==> config.mk <==
export PLATFORM = sky130hd
export DESIGN_NAME = uart_rx_fifo
export DESIGN_NICKNAME = d
export VERILOG_FILES = /design/src/rtl/uart_pkg.sv /design/src/rtl/uart_fifo_mem.sv /design/src/rtl/uart_rx_fifo.sv
export SDC_FILE = /design/constraint.sdc
export NUM_CORES = 1
export LEC_CHECK = 0
export CORE_ASPECT_RATIO = 0.9
export CORE_MARGIN = 2
export CORE_UTILIZATION = 30
export CTS_CLUSTER_SIZE = 10
export DETAILED_ROUTE_END_ITERATION = 12
export GPL_ROUTABILITY_DRIVEN = 0
export GPL_TIMING_DRIVEN = 0
export SLEW_MARGIN = 30
export SYNTH_ARGS = -nofsm -noshare
export SYNTH_HDL_FRONTEND = slang
export SYNTH_SLANG_ARGS = --single-unit
==> constraint.sdc <==
create_clock -name clk_rx -period 5.5 [get_ports clk_rx]
set_input_delay 1.1 -clock clk_rx [delete_from_list [all_inputs] [get_ports clk_rx]]
set_output_delay 1.1 -clock clk_rx [all_outputs]
set_load 0.02 [all_outputs]
==> src/rtl/uart_pkg.sv <==
// Shared constants and helpers for the UART receive path.
package uart_pkg;

  localparam int UART_DATA_W = 8;

  // Ceiling log2 for pointer and occupancy widths; clog2(1) returns 0.
  function automatic int clog2(input int value);
    int r;
    r = 0;
    while ((1 << r) < value) r++;
    return r;
  endfunction

endpackage

==> src/rtl/uart_fifo_mem.sv <==
// DEPTH x 8 storage: one synchronous write port, asynchronous read.
// Entries are deliberately left unreset so this maps onto distributed RAM.
module uart_fifo_mem
  import uart_pkg::*;
#(
  parameter int DEPTH = 16,
  parameter int AW    = clog2(DEPTH)
) (
  input  logic                   clk_rx,
  input  logic                   wr_en,
  input  logic [AW-1:0]          wr_addr,
  input  logic [UART_DATA_W-1:0] wr_data,
  input  logic [AW-1:0]          rd_addr,
  output logic [UART_DATA_W-1:0] rd_data
);

  logic [UART_DATA_W-1:0] mem_q [DEPTH];

  // Write port: store the byte at the write pointer when enabled.
  always_ff @(posedge clk_rx) begin
    if (wr_en) mem_q[wr_addr] <= wr_data;
  end

  assign rd_data = mem_q[rd_addr];

endmodule

==> src/rtl/uart_rx_fifo.sv <==
// Receive buffer behind the UART receiver: first-word-fall-through FIFO of
// good bytes, framing-error event counter, sticky overflow flag.
module uart_rx_fifo
  import uart_pkg::*;
#(
  parameter int DEPTH = 16,
  parameter int CNT_W = 8,
  localparam int AW   = clog2(DEPTH),
  localparam int LW   = clog2(DEPTH) + 1
) (
  input  logic                   clk_rx,
  input  logic                   rst_clk_rx,
  input  logic [UART_DATA_W-1:0] rx_data,
  input  logic                   rx_data_rdy,
  input  logic                   frm_err,
  input  logic                   rd_en,
  output logic [UART_DATA_W-1:0] dout,
  output logic                   dout_vld,
  output logic                   full,
  output logic [LW-1:0]          level,
  output logic                   ovf,
  output logic [CNT_W-1:0]       frm_err_cnt,
  input  logic                   clr_err
);

  logic [AW-1:0]          wr_ptr_q, wr_ptr_d;
  logic [AW-1:0]          rd_ptr_q, rd_ptr_d;
  logic [LW-1:0]          level_q, level_d;
  logic                   ovf_q, ovf_d;
  logic [CNT_W-1:0]       cnt_q, cnt_d;
  logic                   frm_err_q;
  logic                   push_req, push_ok, pop, drop, frm_evt;
  logic [UART_DATA_W-1:0] rd_data;

  assign full     = (level_q == LW'(DEPTH));
  assign dout_vld = (level_q != '0);
  assign level    = level_q;
  assign ovf      = ovf_q;
  assign frm_err_cnt = cnt_q;
  assign dout     = dout_vld ? rd_data : '0;

  // Qualify push/pop; a full FIFO accepts a push only when the head leaves in the same cycle.
  always_comb begin
    push_req = rx_data_rdy & ~frm_err;
    pop      = rd_en & dout_vld;
    push_ok  = push_req & (~full | pop);
    drop     = push_req & full & ~pop;
    frm_evt  = frm_err & ~frm_err_q;
  end

  // Next-state for pointers, occupancy, overflow flag and error counter.
  always_comb begin
    wr_ptr_d = wr_ptr_q;
    rd_ptr_d = rd_ptr_q;
    level_d  = level_q;
    ovf_d    = ovf_q;
    cnt_d    = cnt_q;
    if (push_ok) wr_ptr_d = wr_ptr_q + AW'(1);
    if (pop)     rd_ptr_d = rd_ptr_q + AW'(1);
    if (push_ok && !pop)      level_d = level_q + LW'(1);
    else if (pop && !push_ok) level_d = level_q - LW'(1);
    // A new event in the clear cycle survives the clear.
    if (drop)         ovf_d = 1'b1;
    else if (clr_err) ovf_d = 1'b0;
    if (clr_err)                               cnt_d = frm_evt ? CNT_W'(1) : '0;
    else if (frm_evt && cnt_q != {CNT_W{1'b1}}) cnt_d = cnt_q + CNT_W'(1);
  end

  // State registers; reset flushes the FIFO and dominates all other inputs.
  always_ff @(posedge clk_rx) begin
    if (rst_clk_rx) begin
      wr_ptr_q  <= '0;
      rd_ptr_q  <= '0;
      level_q   <= '0;
      ovf_q     <= 1'b0;
      cnt_q     <= '0;
      frm_err_q <= 1'b0;
    end else begin
      wr_ptr_q  <= wr_ptr_d;
      rd_ptr_q  <= rd_ptr_d;
      level_q   <= level_d;
      ovf_q     <= ovf_d;
      cnt_q     <= cnt_d;
      frm_err_q <= frm_err;
    end
  end

  uart_fifo_mem #(.DEPTH(DEPTH), .AW(AW)) u_mem (
    .clk_rx  (clk_rx),
    .wr_en   (push_ok & ~rst_clk_rx),
    .wr_addr (wr_ptr_q),
    .wr_data (rx_data),
    .rd_addr (rd_ptr_q),
    .rd_data (rd_data)
  );

endmodule
# == Word-level counts from Yosys, hierarchy flattened ==
# Memories as Yosys holds them, arrays and structs flattened. A register that Yosys moved wholly into a read port is not among the register bits.
# Cells that the tools add are included.
# totals
ff_bits,23
mem_bits_rw,128
input_bits,14
output_inout_bits,24
elab_cells,48
mem_count,1
# mem_list
name,depth,width,read_ports,rd_clocked_by_memory_dff,wr,line_no,source
u_mem.mem_q,16,8,1,1,1,uart_fifo_mem.sv:17,logic [UART_DATA_W-1:0] mem_q [DEPTH];
# op_classes
add_sub_neg,5
eq_ne,2
muxes,12
bitwise,13
n_reduce_logical,9
# op_table
operator,n
2-to-1 mux 8 bit,3
2-to-1 mux 5 bit,2
"adder 4 x 1 -> 4 bit, second input constant",2
"adder 8 x 1 -> 8 bit, second input constant",1
2-to-1 mux 4 bit,2
"!= test 8 bit, second input constant",1
bitwise AND 1 bit,7
nonzero test 2 bit,3
"adder 5 x 1 -> 5 bit, second input constant",1
"== test 5 bit, second input constant",1
2-to-1 mux 1 bit,5
NOT 1 bit,5
nonzero test 5 bit,1
"subtractor 5 x 1 -> 5 bit, second input constant",1
logical AND 1 bit,3
logical NOT 1 bit,2
bitwise OR 1 bit,1

# == Depth between registers and ports, before layout ==
# depth
ltp_word,8
mapped_depth,12
ltp_nobuf,10

# == Cells and area by module ==
# Synthesis repeated with hierarchy kept, for this count alone.
# hier_totals
hier_cells,364
area_unflattened_um2,6241.0
# modules_own_cells
module,n_inst,cells_each,area_per_inst_um2,seq_area_each_um2
uart_fifo_mem,1,221,4987.3,3843.7
uart_rx_fifo,1,143,1253.7,460.4

# == Least setup slack after synthesis ==
# OpenSTA, ideal clock, no wires.
# synth_path
kind,input -> register
start,in rx_data_rdy
end,reg level_q[4] (netlist: level[4])
setup_time_ps,121
arrival_time_ps,2968
required_ps,5379
slack_ps,2412
cell_stages,11
path_buffers,1
cell_sequence,nor2b_1 -> o31ai_4 -> buf_2 -> inv_1 -> ha_1 -> inv_1 -> fa_1 -> nand3_1 -> a211oi_1 -> a31oi_1 -> mux2_2
# synth_via
elab_chain_len,5
word_cells_on_any_way,7
classes_between,1 x mux; 2 x bitwise; 4 x reduce/logical
# synth_lines
element,line_no,source
start: declaration,uart_rx_fifo.sv:14,"input logic rx_data_rdy,"
bitwise AND 1 bit (*),uart_rx_fifo.sv:44,push_req = rx_data_rdy & ~frm_err;
bitwise AND 1 bit (*),uart_rx_fifo.sv:46,push_ok = push_req & (~full | pop);
logical NOT 1 bit,uart_rx_fifo.sv:61,else if (pop && !push_ok) level_d = level_q - LW'(1);
logical AND 1 bit,uart_rx_fifo.sv:61,
nonzero test 2 bit (no source line),n/a,
end signal: assignment,uart_rx_fifo.sv:81,level_q <= level_d;
end: declaration,uart_rx_fifo.sv:28,"logic [LW-1:0] level_q, level_d;"
# Mark *: on every way between the ends. The rest lies on a longest branch, timed or not.
# A chain may end at the register's enable or synchronous reset.

# == Final worst setup path ==
# layout_path
start,reg level_q[0] (netlist: level[0])
end,out dout[7]
# layout_via
elab_chain_len,2
# layout_lines
element,line_no,source
nonzero test 5 bit,uart_rx_fifo.sv:36,assign dout_vld = (level_q != '0);
2-to-1 mux 8 bit,uart_rx_fifo.sv:40,assign dout = dout_vld ? rd_data : '0;
end: declaration,uart_rx_fifo.sv:17,"output logic [UART_DATA_W-1:0] dout,"
# No other way between the ends.

==> run metrics <==
Min-Delay Endpoint=ovf; Peak supply drop=0.326 mV; number of global-route vias before repair=3546; Hold Path Class=flip-flop to flip-flop; Synth Cell Area=6330 um^2; Synth top area share=0.607; post-CTS sizing=0; Setup TNS=0 ns; Cell Area, Placed=7220 um^2; pwr dens=424 nW/um^2; sequential area share after synthesis=0.693; largest net degree at the start of global routing=18; wire per inst=17.3 um; Setup Buffers After CTS=0; CP arrival=3.04 ns; Ant. Diodes=0; Final #Nets=466; first-pass GRT wire length=19800 um; Clock Power Share=0.343; Period minus WS final=4.14 ns; initial antenna violation count=0; DRC errors left=0; kind of critical path=flip-flop to output port; RSZ-0062 raised after global routing=false; Clock Sinks=155; Hold Buf Count CTS=0; critical path endpoint category=output port; P_leak=2.47 nW; Critical R2R Launch=level[0]; area grow syn2layout=23.1%; # placed instances=708; R2R Setup Slk=2.15 ns; Initial Util=0.305; Combinational Power Share=0.251; crit start category=flip-flop; setup violators final=0; Main synth FF type=edfxtp_1; FILL cells=1977; crit path cell chain=or4_1, buf_2, nor2_1, a211oi_1, clkdlybuf4s50_1; worst skew pair latency=0.43 ns; worst reg-to-reg path cell count=12; number of enable flip-flop cells after synthesis=128; Psw=1.01 mW; via count=3521; syn avg cell area=17.0 um^2; Reg area=4380 um^2; Reg-to-Reg End=level[4]; fmax=0.241 GHz; asr flop ratio synth=0; cell row count=50; # port buffers=37; H-tree Lvls=4; Synth area leaders=edfxtp_1 (61%), mux4_2 (11%), dfxtp_1 (8.5%); syn_nets=398; hpwl dp=8790 um; synth cell count leaders=edfxtp_1 (128), mux4_2 (32), dfxtp_1 (27), nor2_1 (24), a211oi_1 (17); Hold Violations, Final=0; CTS tree=built; 1st-pass router iterations=4; clock transition at the registers of the reported paths=0.06 ns; Worst EP required=4.40 ns; vias per cell=4.76; fin area=7790 um^2; initial drt markers=172; max_cap viols=0; fin crit share=0.753; status=finished, final reports clean; die width=157 um; GRT Util Overall=0.121; area leader, netlist=edfxtp_1; Slew Viols, Final=0; DRT Wirelength=12800 um; minimum hold slack=0.522 ns; Setup Skew=0.0121 ns; root buf cell=clkbuf_16; Yosys cell types=44; Hold Path Stages=2; critical path fanouts, max=9; area of the core=20800 um^2; internal power=2.29 mW; die area=22300 um^2; clk buf depth=2; remaining antenna violation count=0; footprint of the multi-input gates=1890 um^2; io pins=38; CTS buffer count=17; post-synthesis cell count=373; Switching Fraction=0.306; Worst path max stage delay=0.73 ns; sequential share of power=0.405; share of layout cells above drive strength 1=0.233; grt ovf=0; Final Non-Filler Cells=740; die height=142 um; most common cell in the netlist=edfxtp_1; slowest stage cell, crit path=nor2_1; Synth Warn #=0; hold path startpoint=ovf; Worst-Margin Slew=0.954 ns; max_slew headroom=0.361; number of synthesized register bits=155
[kinds of logic after synthesis]
group	share of synthesized area
adders and majority gates	0.0229
xor gates and xnor gates	0.0152
DFF	0.693
buffers and inverters	0.0214
AOI/OAI and AO/OA	0.0443
and+or+nand+nor	0.0688
muxes	0.135
[flip-flops by register name (all words and copies together), names as in the netlist, named ones only]
name / count
level: 5
frm_err_q: 1
rd_ptr_q: 4
ovf: 1
wr_ptr_q: 4
frm_err_cnt: 8
u_mem.mem_q: 128
[placed cells by master (no fill, tap or decap), types with 2 or more instances in the layout]
cell type        count
a211oi_1            17
a21oi_1              6
a31oi_1              2
and3_1               2
buf_1                4
buf_2               14
buf_4                7
clkbuf_1             8
clkbuf_16           17
clkdlybuf4s50_1     37
dfxtp_1             27
edfxtp_1           128
ha_1                10
inv_1                8
inv_6                5
inv_8                6
mux2i_1             12
mux4_2              32
nand2_1              2
nand2b_1             6
nand3_1              6
nand4_1              2
nor2_1              24
nor2b_1             11
nor3_1               2
nor3_2              12
nor4_2               4
o211ai_1             3
o21ai_0              5
or3_1                3
xnor2_1              2
xor2_1               9
[routing by layer]
layer	share of wire	global-route usage	up-vias
met5	0	0	-
met4	0.011	0.0325	0
met3	0.053	0.0394	9
met2	0.47	0.188	97
met1	0.46	0.163	1796
li1	-	-	1619
[through the flow]
| stage | utilization | setup WS (ns) | power (mW) |
|---|---|---|---|
| 2_1_floorplan | - | 2.41 | 1.90 |
| 3_3_place_gp | 0.340 | 1.02 | 2.19 |
| 3_5_place_dp | 0.347 | 1.47 | 2.20 |
| 4_1_cts | 0.375 | 1.25 | 3.34 |
| 5_1_grt | 0.375 | 1.12 | 3.45 |
| 6_report | 0.375 | 1.36 | 3.30 |
[critical path: cells and delay by family (launching register included)]
kind / cells / cell delay [ns]
simple gates: 2 / 1.26
compound gates: 1 / 0.20
flops: 1 / 0.37
buf+inv: 2 / 0.79
[power groups by stage]
stage | Sequential [mW] | Combinational [mW] | Clock, mW
after global routing | 1.34 | 0.899 | 1.21
after global placement | 1.36 | 0.825 | 0
after floorplan | 1.37 | 0.525 | 0
after CTS | 1.34 | 0.843 | 1.16
final | 1.34 | 0.830 | 1.13
after detailed placement | 1.36 | 0.839 | 0
[area by class of cell]
| type | instances | share of cell area |
|---|---|---|
| flip-flops and latches | 155 | 0.563 |
| multi-input cells | 188 | 0.243 |
| repair buffers | 49 | 0.0572 |
| clock buffers | 18 | 0.0551 |
| well taps | 286 | 0.0459 |
| clock inverters | 14 | 0.0185 |
| plain buffers | 22 | 0.0135 |
| inverters | 8 | 0.00385 |
[how the worst max path moves through the flow]
| stage | startpoint | end | slack [ns] |
|---|---|---|---|
| 3_3_place_gp | frm_err | u_mem.mem_q[1][6] | 1.02 |
| 3_5_place_dp | rd_en | level[4] | 1.47 |
| 2_1_floorplan | rx_data_rdy | level[4] | 2.41 |
| 5_1_grt | flip-flop | dout[2] | 1.12 |
| 6_report | level[0] | dout[7] | 1.36 |
| 4_1_cts | flip-flop | dout[0] | 1.25 |
(Power assumes the default switching activity.)
